`config.mk`:
```
export PLATFORM = sky130hd
export DESIGN_NAME = mlp_layer_sequencer
export DESIGN_NICKNAME = d
export VERILOG_FILES = /design/src/rtl/mlp_pkg.sv /design/src/rtl/mlp_idx_counter.sv /design/src/rtl/mlp_layer_sequencer.sv
export SDC_FILE = /design/constraint.sdc
export NUM_CORES = 1
export LEC_CHECK = 0
export CAP_MARGIN = 20
export CORE_MARGIN = 1.5
export CORE_UTILIZATION = 39
export CTS_BUF_LIST = sky130_fd_sc_hd__clkbuf_8 sky130_fd_sc_hd__clkbuf_16
export DETAILED_ROUTE_END_ITERATION = 6
export GPL_TIMING_DRIVEN = 0
export PLACE_DENSITY = 0.71
export SLEW_MARGIN = 20
export SYNTH_ARGS = -nofsm -noshare
export SYNTH_HDL_FRONTEND = slang
export SYNTH_SLANG_ARGS = --single-unit
```
`constraint.sdc`:
```
create_clock -name clk -period 1.2 [get_ports clk]
set_clock_uncertainty 0.15 [all_clocks]
set_input_delay 0.24 -clock clk [delete_from_list [all_inputs] [get_ports clk]]
set_output_delay 0.24 -clock clk [all_outputs]
set_load 0.005 [all_outputs]
```
`src/rtl/mlp_pkg.sv`:
```
// -----------------------------------------------------------------------------
// mlp_pkg
//
// Shared definitions for the MLP layer sequencer:
//   - state_t       : layer sequencer FSM states (IDLE .. DONE)
//   - DEF_N_IN      : default accumulation length (inputs per neuron)
//   - DEF_N_NEURON  : default neurons per layer
//   - DEF_N_PU      : default number of parallel processing units
//   - clog2_min1()  : ceiling log2 clamped to at least 1, used to size the
//                     address / group counters so a single-entry range still
//                     gets a real 1-bit port.
// -----------------------------------------------------------------------------
package mlp_pkg;

  typedef enum logic [2:0] {
    IDLE  = 3'd0,
    CLR   = 3'd1,
    ISSUE = 3'd2,
    WAIT  = 3'd3,
    STORE = 3'd4,
    DONE  = 3'd5
  } state_t;

  localparam int DEF_N_IN     = 64;
  localparam int DEF_N_NEURON = 8;
  localparam int DEF_N_PU     = 4;

  // Number of bits needed to count 0..value-1, never less than 1.
  function automatic int clog2_min1(input int value);
    int result;
    int rem;
    result = 0;
    rem    = value - 1;
    while (rem > 0) begin
      result = result + 1;
      rem    = rem >> 1;
    end
    return (result < 1) ? 1 : result;
  endfunction

endpackage

```
`src/rtl/mlp_idx_counter.sv`:
```
// -----------------------------------------------------------------------------
// mlp_idx_counter
//
// Saturating up-counter used for the input address and the neuron group index.
// It counts 0..LAST and then holds at LAST; it never wraps on its own, only a
// clear (or reset) brings it back to 0. Clear has priority over increment.
//
// Ports:
//   clk      in   clock, rising edge
//   rst      in   synchronous active-high reset, forces count to 0
//   clr      in   synchronous clear to 0
//   inc      in   advance by one (ignored once the count reached LAST)
//   count    out  WIDTH  current count (registered)
//   is_last  out  1      count equals LAST
// -----------------------------------------------------------------------------
module mlp_idx_counter #(
  parameter int WIDTH = 1,
  parameter int LAST  = 1
) (
  input  logic             clk,
  input  logic             rst,
  input  logic             clr,
  input  logic             inc,
  output logic [WIDTH-1:0] count,
  output logic             is_last
);

  localparam logic [WIDTH-1:0] LAST_V = WIDTH'(LAST);

  logic [WIDTH-1:0] count_reg;
  logic [WIDTH-1:0] count_next;

  always_comb begin
    count_next = count_reg;
    if (clr) begin
      count_next = '0;
    end else if (inc && (count_reg != LAST_V)) begin
      count_next = count_reg + WIDTH'(1);
    end
  end

  always_ff @(posedge clk) begin
    if (rst) begin
      count_reg <= '0;
    end else begin
      count_reg <= count_next;
    end
  end

  assign count   = count_reg;
  assign is_last = (count_reg == LAST_V);

endmodule

```
`src/rtl/mlp_layer_sequencer.sv`:
```
// -----------------------------------------------------------------------------
// mlp_layer_sequencer
//
// Walks one MLP layer: for each group of N_PU neurons it clears the PU
// accumulators, then for every input index issues one start pulse to the PU
// array and waits for its ready, then loads the group's results into the
// activation buffer. After the last group a one-cycle done pulse is produced.
//
// Ports:
//   clk       in   clock, rising edge
//   rst       in   synchronous active-high reset
//   start     in   begin a layer (only looked at in IDLE)
//   pu_ready  in   PU array finished the current MAC step (only looked at in WAIT)
//   pu_start  out  one-cycle start to all PUs
//   pu_clr    out  one-cycle accumulator clear
//   in_addr   out  IN_AW  input / weight-column address, stable ISSUE..WAIT
//   grp_idx   out  GRP_W  current neuron group (weight-row base = grp_idx*N_PU)
//   act_ld    out  one-cycle load of the group's PU results
//   busy      out  high in every state except IDLE
//   done      out  one-cycle pulse, layer complete
//
// All strobes are decoded from the state register only, so they are glitch-free
// with respect to start / pu_ready and never combinationally loop back into
// the PU array.
// -----------------------------------------------------------------------------
module mlp_layer_sequencer
  import mlp_pkg::*;
#(
  parameter int N_IN     = DEF_N_IN,
  parameter int N_NEURON = DEF_N_NEURON,
  parameter int N_PU     = DEF_N_PU,
  parameter int IN_AW    = clog2_min1(N_IN),
  parameter int GRP_W    = clog2_min1(N_NEURON / N_PU)
) (
  input  logic             clk,
  input  logic             rst,
  input  logic             start,
  input  logic             pu_ready,
  output logic             pu_start,
  output logic             pu_clr,
  output logic [IN_AW-1:0] in_addr,
  output logic [GRP_W-1:0] grp_idx,
  output logic             act_ld,
  output logic             busy,
  output logic             done
);

  localparam int N_GRP = N_NEURON / N_PU;

  state_t state_reg;
  state_t state_next;

  logic in_clr;
  logic in_inc;
  logic in_last;
  logic grp_clr;
  logic grp_inc;
  logic grp_last;

  // ---------------------------------------------------------------------------
  // Counters. Both saturate at their last value, so after a layer they keep
  // showing the final address / group until the next start clears them.
  // ---------------------------------------------------------------------------
  mlp_idx_counter #(
    .WIDTH (IN_AW),
    .LAST  (N_IN - 1)
  ) u_in_cnt (
    .clk     (clk),
    .rst     (rst),
    .clr     (in_clr),
    .inc     (in_inc),
    .count   (in_addr),
    .is_last (in_last)
  );

  mlp_idx_counter #(
    .WIDTH (GRP_W),
    .LAST  (N_GRP - 1)
  ) u_grp_cnt (
    .clk     (clk),
    .rst     (rst),
    .clr     (grp_clr),
    .inc     (grp_inc),
    .count   (grp_idx),
    .is_last (grp_last)
  );

  // ---------------------------------------------------------------------------
  // State register
  // ---------------------------------------------------------------------------
  always_ff @(posedge clk) begin
    if (rst) begin
      state_reg <= IDLE;
    end else begin
      state_reg <= state_next;
    end
  end

  // ---------------------------------------------------------------------------
  // Next state, counter controls and state-decoded strobes
  // ---------------------------------------------------------------------------
  always_comb begin
    state_next = state_reg;
    pu_clr     = 1'b0;
    pu_start   = 1'b0;
    act_ld     = 1'b0;
    done       = 1'b0;
    busy       = 1'b1;
    in_clr     = 1'b0;
    in_inc     = 1'b0;
    grp_clr    = 1'b0;
    grp_inc    = 1'b0;

    case (state_reg)
      IDLE: begin
        busy = 1'b0;
        if (start) begin
          in_clr     = 1'b1;
          grp_clr    = 1'b1;
          state_next = CLR;
        end
      end

      CLR: begin
        pu_clr     = 1'b1;
        state_next = ISSUE;
      end

      ISSUE: begin
        pu_start   = 1'b1;
        state_next = WAIT;
      end

      // in_addr only moves on the ready edge, so the PUs see a stable address
      // for the whole ISSUE..WAIT window of each MAC step.
      WAIT: begin
        if (pu_ready) begin
          if (in_last) begin
            state_next = STORE;
          end else begin
            in_inc     = 1'b1;
            state_next = ISSUE;
          end
        end
      end

      STORE: begin
        act_ld = 1'b1;
        if (grp_last) begin
          state_next = DONE;
        end else begin
          grp_inc    = 1'b1;
          in_clr     = 1'b1;
          state_next = CLR;
        end
      end

      DONE: begin
        done       = 1'b1;
        state_next = IDLE;
      end

      default: begin
        state_next = IDLE;
      end
    endcase
  end

endmodule
```
== Yosys cells after proc, flatten, opt, wreduce, memory -nomap -nowiden ==
Cells that the tools add are included.

* $add $sub $neg: 2
* Equality and inequality tests: 9
* Multiplexer cells: 18
* Bitwise logic cells: 1
* Reduce and logical (&&, ||, !) cells: 6

{| class="wikitable"
|+ Operators by type and width
! cell !! count
|-
| 3-bit case mux with 5 select lines || 1
|-
| 1-bit 2-to-1 mux || 12
|-
| 3-bit 2-to-1 mux || 4
|-
| 6-bit by 1-bit adder with 6-bit output (second input constant) || 1
|-
| 3-bit by 2-bit == test with 1-bit output (second input constant) || 2
|-
| 3-bit == test (second input constant) || 2
|-
| 6-bit == test (second input constant) || 1
|-
| 6-bit inequality test (second input constant) || 1
|-
| 2-bit inequality test (second input constant) || 2
|-
| 2-bit OR reduction || 2
|-
| 3-bit by 1-bit == test with 1-bit output (second input constant) || 1
|-
| 3-bit zero test || 1
|-
| 1-bit logical AND || 2
|-
| 1-bit case mux with 2 select lines || 1
|-
| 2-bit AND reduction || 1
|-
| 1-bit adder (second input constant) || 1
|-
| 1-bit NOT || 1
|}

* Bits in registers: 10
* Input port bits: 4
* Output and inout bits: 12
* Word-level logic and storage cells: 39

== Logic depth before layout (Yosys ltp) ==
Gate-level depths: netlist of the first run.

* Word-level depth: 5
* Gate-level depth with buffers: 5
* Gate-level depth less buffers: 5

== Modules after synthesis ==
Synthesis of the first run repeated with hierarchy kept, for this count alone.

* Cells, all modules: 65
* Area total of the unflattened synthesis: 596.8 um^2

{| class="wikitable"
|+ Modules (own cells, without submodules)
! module !! instances !! cells each !! area an instance (um^2)
|-
| mlp_idx_counter (u_in_cnt) || 1 || 32 || 292.8
|-
| mlp_layer_sequencer || 1 || 29 || 262.8
|-
| mlp_idx_counter (u_grp_cnt) || 1 || 4 || 41.3
|}

== Worst setup path after synthesis of the first run ==
OpenSTA, ideal clock, no wires.

* Path type: register to register
* Start: reg u_in_cnt.count_reg[0] (netlist: u_in_cnt.count[0])
* End: reg u_in_cnt.count_reg[3] (netlist: u_in_cnt.count[3])
* Data arrival time: 1.142 ns
* Required time: 0.959 ns
* Path slack: -0.183 ns
* Stages on the path, launching flop included: 5
* Cell sequence: dfxtp_1 -> ha_1 -> nand2_1 -> o21a_4 -> a311oi_1

* Word-level cells in the longest chain between the ends: 5
* Elaborated cells on any way between the ends: 7

{| class="wikitable"
|+ RTL lines
! element !! line !! text
|-
| start: declaration || mlp_idx_counter.sv:30 || <nowiki>logic [WIDTH-1:0] count_reg;</nowiki>
|-
| start signal: assignment || mlp_idx_counter.sv:46 || <nowiki>count_reg <= count_next;</nowiki>
|-
| 6-bit == test || mlp_idx_counter.sv:51 || <nowiki>assign is_last = (count_reg == LAST_V);</nowiki>
|-
| 1-bit 2-to-1 mux || mlp_layer_sequencer.sv:138 || <nowiki>if (in_last) begin</nowiki>
|-
| 1-bit 2-to-1 mux || mlp_layer_sequencer.sv:137 || <nowiki>if (pu_ready) begin</nowiki>
|-
| 1-bit 2-to-1 mux || mlp_layer_sequencer.sv:114 || <nowiki>case (state_reg)</nowiki>
|-
| 1-bit logical AND || mlp_idx_counter.sv:37 || <nowiki>end else if (inc && (count_reg != LAST_V)) begin</nowiki>
|}

Several ways; a longest one is shown, not always the timed one.
A chain may end at the register's enable or synchronous reset.

== Worst setup path after layout of the first run ==
* Start: reg state_reg[1]
* End: out busy

* Word-level cells in the longest chain between the ends: 2

{| class="wikitable"
|+ RTL lines
! element !! line !! text
|-
| start: declaration || mlp_layer_sequencer.sv:50 || <nowiki>state_t state_reg;</nowiki>
|-
| start signal: assignment || mlp_layer_sequencer.sv:95 || <nowiki>state_reg <= state_next;</nowiki>
|-
| 3-bit zero test || mlp_layer_sequencer.sv:114 ||
|-
| 1-bit 2-to-1 mux || mlp_layer_sequencer.sv:114 ||
|-
| end: declaration || mlp_layer_sequencer.sv:44 || <nowiki>output logic busy,</nowiki>
|}

No other way between the ends.

==> results.txt, run 1 <==
----------------------------------------------------
[Route]
  Total vias in the final route ... 626
  Highest routing layer actually used ... met4
  Average vias per placed instance ... roughly 5.7
  Post-detailed-route wirelength per cell ... about 15 µm
  Met3 wire length ... between 100 and 150 µm
  Antenna-violating nets left ... 0
  Total routed wire length on the met1 layer ... ~730 µm
  Initial DRC Count ... 12
  Length of the first detailed-routing pass in iterations ... 4
  Post-Route WL ... approximately 1600 µm
  Met2 wire length ... about 800 µm
  Remaining routing DRC violations ... 0

[STA]
  Peak clock frequency supported by timing ... 648 MHz
  Worst Setup Slack, final ... -0.343 ns
  Min Clock Period, post-route ... between 1.5 and 2 ns
  Worst-margin pin slew ... between 0.2 and 0.3 ns
  RSZ-0062 raised after global routing ... true
  Setup violation total in the final timing report ... 15
  Hold Vio Cnt, Final ... 0
  Sum of negative setup slack ... -3.26 ns
  Max_slew headroom ... 0.827
  Max Slew Vio Count ... 0
  Final cycle utilization of the critical path ... 1.29

[Synthesis]
  Flops & latches, synth ... 10
  Sequential fraction of the synthesis area ... 0.386
  Warnings from Yosys ... 0
  Cell area after synthesis ... about 520 µm²
  Area leader, netlist ... sky130_fd_sc_hd__dfxtp_1
  Post-synthesis net count ... 64
  Predominant post-synthesis flop cell ... sky130_fd_sc_hd__dfxtp_1
  Post-synthesis cell type count ... 28
  Area share of the largest cell type after synthesis ... 0.386
  Syn Inst Count ... 59
  Most used standard cell by instance count after synthesis ... sky130_fd_sc_hd__dfxtp_1
  Leading post-synthesis cells by cell area ... sky130_fd_sc_hd__dfxtp_1 (39%), sky130_fd_sc_hd__mux2i_1 (5.8%), sky130_fd_sc_hd__nor2_1 (4.3%)
  Post-synth EDFFs ... 0
  Syn Area/Cell ... about 8.8 µm²
  Proportion of synthesized flip-flops having asynchronous set or reset ... 0
  Most used standard cells in the synthesized netlist ... sky130_fd_sc_hd__dfxtp_1 (10), sky130_fd_sc_hd__nor2_1 (6), sky130_fd_sc_hd__a21oi_1 (4), sky130_fd_sc_hd__inv_1 (4)

[Cells and area]
  Area of the multi-input gates ... approximately 390 µm²
  Final net count ... roughly 100
  Share of final-layout standard cells stronger than drive strength 1 ... 0.632
  Number of flip-flops under the largest register name ... 6
  Sequential cell area ... approximately 230 µm²
  Synthesis-to-finish area growth ... 93.5%
  Number of antenna repair diodes ... 0
  Count of non-filler cells in the finished layout ... 109
  Fill cell count ... 56

[Die]
  Core Area ... roughly 1200 µm²
  Standard-cell row count ... 12
  Y dimension of the die ... 39.5 µm
  Overall die area ... between 1500 and 2000 µm²
  Count of pins on the block boundary ... 16
  Starting density of the core ... 0.443
  Die boundary width ... between 30 and 40 µm

[Worst setup path]
  Launching element type of the critical path ... flip-flop
  Worst reg-to-reg setup slack ... -0.27 ns
  Endpoint type of the worst setup path ... output pin
  Path type of the worst setup path ... flip-flop to output pin
  Peak fanout along the critical path ... 5
  Critical Path AT ... 1.15 ns
  Required time of the critical path ... 0.81 ns

[Placed design]
  Number of I/O port buffers ... 15
  Placed Cells ... a little under 90
  Final weighted congestion in routability-driven placement ... approximately 0.8
  Dpl hpwl ... ~800 µm

[Clocking]
  Clock transition at the registers of the reported paths ... about 0.050 ns
  Clock tree from TritonCTS ... built
  Clock Tree Buf Depth ... 2
  CTS sink count ... 10
  Number of hold buffers added after CTS ... 0
  Clock latency on the worst-skew pair ... roughly 0.24 ns
  Clock tree root buffer cell ... sky130_fd_sc_hd__clkbuf_8
  Deepest level of the CTS H-tree ... 1
  TritonCTS buffer count ... 3

[Power and ir drop]
  Max rail drop VDD ... ~0.001 V
  Total power draw ... approximately 880 µW
  Total power per unit cell area ... 878 nW/µm²
  Leakage component of the power ... roughly 0.42 nW

[Global routing]
  Final global-route overflow total ... 0
  GRT Resource Usage Total ... 0.230
  Initial antenna violation count ... 0
  Wire length of the first global-routing pass ... roughly 2300 µm
  Via count of the first global-routing pass ... ~520
  Pin count of the biggest net entering global routing ... 9

[Run status]
  Result of the run ... finished, violations left
  Violated checks ... setup timing

[Hold path]
  Worst min-delay path class ... primary input to flip-flop

[Run]
  Number of max-cap violations ... 0

----------------------------------------------------
==> per-stage QoR <==
step	area (µm²)	setup slack [ns]	hold WS, ns	util
after floorplan	563	-0.0573	0.224	-
after detailed placement	731	-0.501	0.364	0.624
after global placement	731	-0.496	0.357	0.624
final	1000	-0.343	0.346	0.858
after global routing	1000	-0.369	0.355	0.858
after CTS	937	-0.331	0.282	0.800
==> power breakdown <==
group / switching [mW] / total [mW] / internal, mW / leakage [nW]
registers: 0.0110 / 0.342 / 0.331 / 0.0873
clock network: 0.134 / 0.358 / 0.224 / 0.0231
logic: 0.0740 / 0.182 / 0.108 / 0.310
total: 0.219 / 0.882 / 0.664 / 0.421
==> per-layer routing <==
layer  vias to the layer above  track usage
met3                         2        0.102
met1                       305        0.272
met5                         -            0
met4                         0       0.0259
li1                        294            -
met2                        25        0.389
==> path summary, 6_finish.rpt <==
kind | startpoint | endpoint | cells after the start
max | state_reg[1]$_SDFFE_PP0P_ | busy | 3
max reg2reg | state_reg[2]$_SDFFE_PP0P_ | u_in_cnt.count[3]$_SDFFE_PP0P_ | 5
min | pu_ready | state_reg[1]$_SDFFE_PP0P_ | 2
min reg2reg | u_in_cnt.count[2]$_SDFFE_PP0P_ | u_in_cnt.count[2]$_SDFFE_PP0P_ | 1
==> logic make-up (layout without fill, tap and decap cells) <==
kind of cell | after synthesis | in the layout | synth area share
compound gates | 14 | 14 | 0.202
xor+xnor | 1 | 1 | 0.0169
fa+ha+maj | 1 | 1 | 0.0241
buf+inv | 6 | 42 | 0.0530
flops | 10 | 10 | 0.386
mux | 3 | 3 | 0.0578
simple gates | 24 | 24 | 0.260
==> timing repair <==
item	CTS	global route
endpoints found under the setup margin	21	21
hold endpoints to repair	0	0
setup buffers	13	4
pin swaps	6	9
gates cloned	1	0
resized for setup	58	21
==> layout by cell type, fill, tap and decap left out, types with 2 or more instances in the layout <==
cell	n
sky130_fd_sc_hd__clkbuf_8	3
sky130_fd_sc_hd__nor3b_2	2
sky130_fd_sc_hd__nand4_1	2
sky130_fd_sc_hd__nor3_2	2
sky130_fd_sc_hd__buf_2	4
sky130_fd_sc_hd__dfxtp_4	5
sky130_fd_sc_hd__buf_4	9
sky130_fd_sc_hd__clkdlybuf4s50_1	2
sky130_fd_sc_hd__a21oi_1	3
sky130_fd_sc_hd__clkbuf_2	3
sky130_fd_sc_hd__nand2_1	2
sky130_fd_sc_hd__clkdlybuf4s15_1	3
sky130_fd_sc_hd__inv_1	3
sky130_fd_sc_hd__buf_6	11
sky130_fd_sc_hd__mux2i_1	2
sky130_fd_sc_hd__nor2_1	5
sky130_fd_sc_hd__dfxtp_2	5
==> worst max-delay path: stages, from the launching register on <==
cell                      delay (ns)
sky130_fd_sc_hd__dfxtp_2        0.32
sky130_fd_sc_hd__buf_6          0.13
sky130_fd_sc_hd__or3_4          0.35
sky130_fd_sc_hd__buf_6          0.13
==> layout make-up <==
class | count | area share
Multi-Input combinational cell | 43 | 0.392
Tap cell | 14 | 0.0174
Clock inverter | 1 | 0.00374
Timing Repair Buffer | 32 | 0.281
Inverter | 4 | 0.0174
Clock buffer | 3 | 0.0411
Buffer | 2 | 0.0224
Sequential cell | 10 | 0.224
Power figures use the tool's default switching activity.
==> run 2: changes to the inputs <==
Settings changed: CTS_BUF_LIST sky130_fd_sc_hd__clkbuf_8 sky130_fd_sc_hd__clkbuf_16 to sky130_fd_sc_hd__clkbuf_16, SLEW_MARGIN 20 to 5.
==> results.txt, run 2 (synthesis results as in run 1) <==
----------------------------------------------------
[Cells and area]
  Leading cell type in the layout, fill and taps excluded ... sky130_fd_sc_hd__buf_4 (was sky130_fd_sc_hd__buf_6)
  Number of flip-flops under the largest register name ... 6 (unchanged)
  Share of final-layout standard cells stronger than drive strength 1 ... 0.629 (was 0.632)
  Most frequent cells in the layout ... sky130_fd_sc_hd__buf_4 (13), sky130_fd_sc_hd__buf_6 (11), sky130_fd_sc_hd__dfxtp_4 (5), sky130_fd_sc_hd__dfxtp_2 (5) (was sky130_fd_sc_hd__buf_6 (11), sky130_fd_sc_hd__buf_4 (9), sky130_fd_sc_hd__nor2_1 (5), sky130_fd_sc_hd__dfxtp_4 (5), sky130_fd_sc_hd__dfxtp_2 (5))
  Final net count ... 103 (was 101)
  Number of antenna repair diodes ... 0 (unchanged)
  Synthesis-to-finish area growth ... 95.2% (was 93.5%)

[Worst setup path]
  Peak fanout along the critical path ... 6 (was 5)
  Critical Path AT ... 1.16 ns (was 1.15 ns)
  Endpoint type of the worst setup path ... output pin (unchanged)
  Path type of the worst setup path ... flip-flop to output pin (unchanged)
  Launching element type of the critical path ... flip-flop (unchanged)
  Required time of the critical path ... 0.81 ns (about the same)

[Power and ir drop]
  Leakage component of the power ... 0.438 nW (was 0.421 nW)
  Max rail drop VDD ... 0.00125 V (was 0.000971 V)
  Total power per unit cell area ... 1100 nW/µm² (was 878 nW/µm²)

[STA]
  Sum of negative setup slack ... -3.34 ns (was -3.26 ns)
  Worst Setup Slack, final ... -0.348 ns (was -0.343 ns)
  Worst-margin pin slew ... 0.259 ns (was 0.258 ns)
  Peak clock frequency supported by timing ... 646 MHz (was 648 MHz)
  Hold Vio Cnt, Final ... 0 (unchanged)
  RSZ-0062 raised after global routing ... true (unchanged)
  Max_slew headroom ... 0.828 (was 0.827)
  Min Clock Period, post-route ... 1.55 ns (was 1.54 ns)
  Max Slew Vio Count ... 0 (unchanged)
  Final cycle utilization of the critical path ... 1.29 (about the same)
  Setup violation total in the final timing report ... 15 (unchanged)
  Final hold slack ... 0.333 ns (was 0.346 ns)

[Global routing]
  Final global-route overflow total ... 0 (unchanged)
  GRT Resource Usage Total ... 0.274 (was 0.230)
  Pin count of the biggest net entering global routing ... 7 (was 9)
  Initial antenna violation count ... 0 (unchanged)
  Wire length of the first global-routing pass ... 2640 µm (was 2330 µm)
  Via count of the first global-routing pass ... 563 (was 522)

[Die]
  Overall die area ... 1560 µm² (unchanged)
  Die boundary width ... 39.5 µm (unchanged)
  Count of pins on the block boundary ... 16 (unchanged)
  Starting density of the core ... 0.443 (unchanged)
  Standard-cell row count ... 12 (unchanged)
  Y dimension of the die ... 39.5 µm (unchanged)
  Core Area ... 1170 µm² (unchanged)

[Route]
  Initial DRC Count ... 10 (was 12)
  Average vias per placed instance ... 5.98 (was 5.74)
  Length of the first detailed-routing pass in iterations ... 5 (was 4)
  Total vias in the final route ... 664 (was 626)
  Post-detailed-route wirelength per cell ... 17.8 µm (was 14.9 µm)
  Remaining routing DRC violations ... 0 (unchanged)
  Post-Route WL ... 1980 µm (was 1630 µm)
  Antenna-violating nets left ... 0 (unchanged)

[Placed design]
  Final weighted congestion in routability-driven placement ... 0.783 (unchanged)
  Dpl hpwl ... 809 µm (unchanged)
  Number of I/O port buffers ... 15 (unchanged)

[Run status]
  Violated checks ... setup timing (unchanged)
  Result of the run ... finished, violations left (unchanged)

[Clocking]
  CTS sink count ... 10 (unchanged)
  Clock transition at the registers of the reported paths ... 0.04 ns (was 0.05 ns)
  Clock latency on the worst-skew pair ... 0.24 ns (about the same)
  Clock tree from TritonCTS ... built (unchanged)
  TritonCTS buffer count ... 3 (unchanged)
  Deepest level of the CTS H-tree ... 1 (unchanged)
  Clock tree root buffer cell ... sky130_fd_sc_hd__clkbuf_16 (was sky130_fd_sc_hd__clkbuf_8)
  Clock Tree Buf Depth ... 2 (unchanged)
  Number of hold buffers added after CTS ... 0 (unchanged)

[Hold path]
  Worst min-delay path class ... flip-flop to flip-flop (was primary input to flip-flop)

[Run]
  Number of max-cap violations ... 0 (unchanged)

----------------------------------------------------
## run 2: timing repair
item | CTS | global route
setup buffers | 15 | 4
endpoints found under the hold margin | 0 | 0
gates resized for setup | 57 | 19
pin swaps | 9 | 7
setup endpoints to repair | 21 | 21
## run 2: area by class of cell
type | instances | area [µm²]
Clock inverter | 1 | 3.75
Inverter | 4 | 15.0
Timing Repair Buffer | 34 | 287
Tap cell | 14 | 17.5
Clock buffer | 3 | 75.1
Sequential cell | 10 | 225
Multi-Input combinational cell | 43 | 368
Buffer | 2 | 22.5
Fill cell | 63 | 158
## run 2: worst paths after layout
check                                                    start                             end  slack [ns]  cells past startpoint
worst max-delay path                 state_reg[1]$_SDFFE_PP0P_                            busy       -0.35                      3
worst max register to register       state_reg[2]$_SDFFE_PP0P_       state_reg[1]$_SDFFE_PP0P_       -0.24                      4
worst min-delay path            u_in_cnt.count[3]$_SDFFE_PP0P_  u_in_cnt.count[3]$_SDFFE_PP0P_        0.33                      1
worst min register to register  u_in_cnt.count[3]$_SDFFE_PP0P_  u_in_cnt.count[3]$_SDFFE_PP0P_        0.33                      1
## run 2: per-layer routing
metal / vias up / routed length [µm] / GRT usage
li1: 296 / - / -
met1: 320 / 766 / 0.285
met2: 35 / 978 / 0.455
met3: 13 / 152 / 0.125
met4: 0 / 80 / 0.138
met5: - / 0 / 0
## run 2: worst max-delay path: stages (launching register included)
cell                      delay (ns)
sky130_fd_sc_hd__dfxtp_2        0.32
sky130_fd_sc_hd__buf_6          0.13
sky130_fd_sc_hd__or3_4          0.35
sky130_fd_sc_hd__buf_6          0.13
## run 2: per-stage QoR
step	area, µm²	util	cells	power (mW)	setup WS [ns]
6_report	1010	0.865	111	1.12	-0.348
5_1_grt	1010	0.865	111	1.15	-0.358
4_1_cts	966	0.825	107	1.08	-0.338
3_5_place_dp	731	0.624	88	0.447	-0.501
3_3_place_gp	731	0.624	88	0.448	-0.496
2_1_floorplan	563	-	59	0.404	-0.0573
## run 2: power breakdown
| part | switching [mW] | internal, mW | leakage [nW] |
|---|---|---|---|
| logic | 0.0771 | 0.0988 | 0.313 |
| clock network | 0.164 | 0.437 | 0.0385 |
| registers | 0.0103 | 0.332 | 0.0873 |
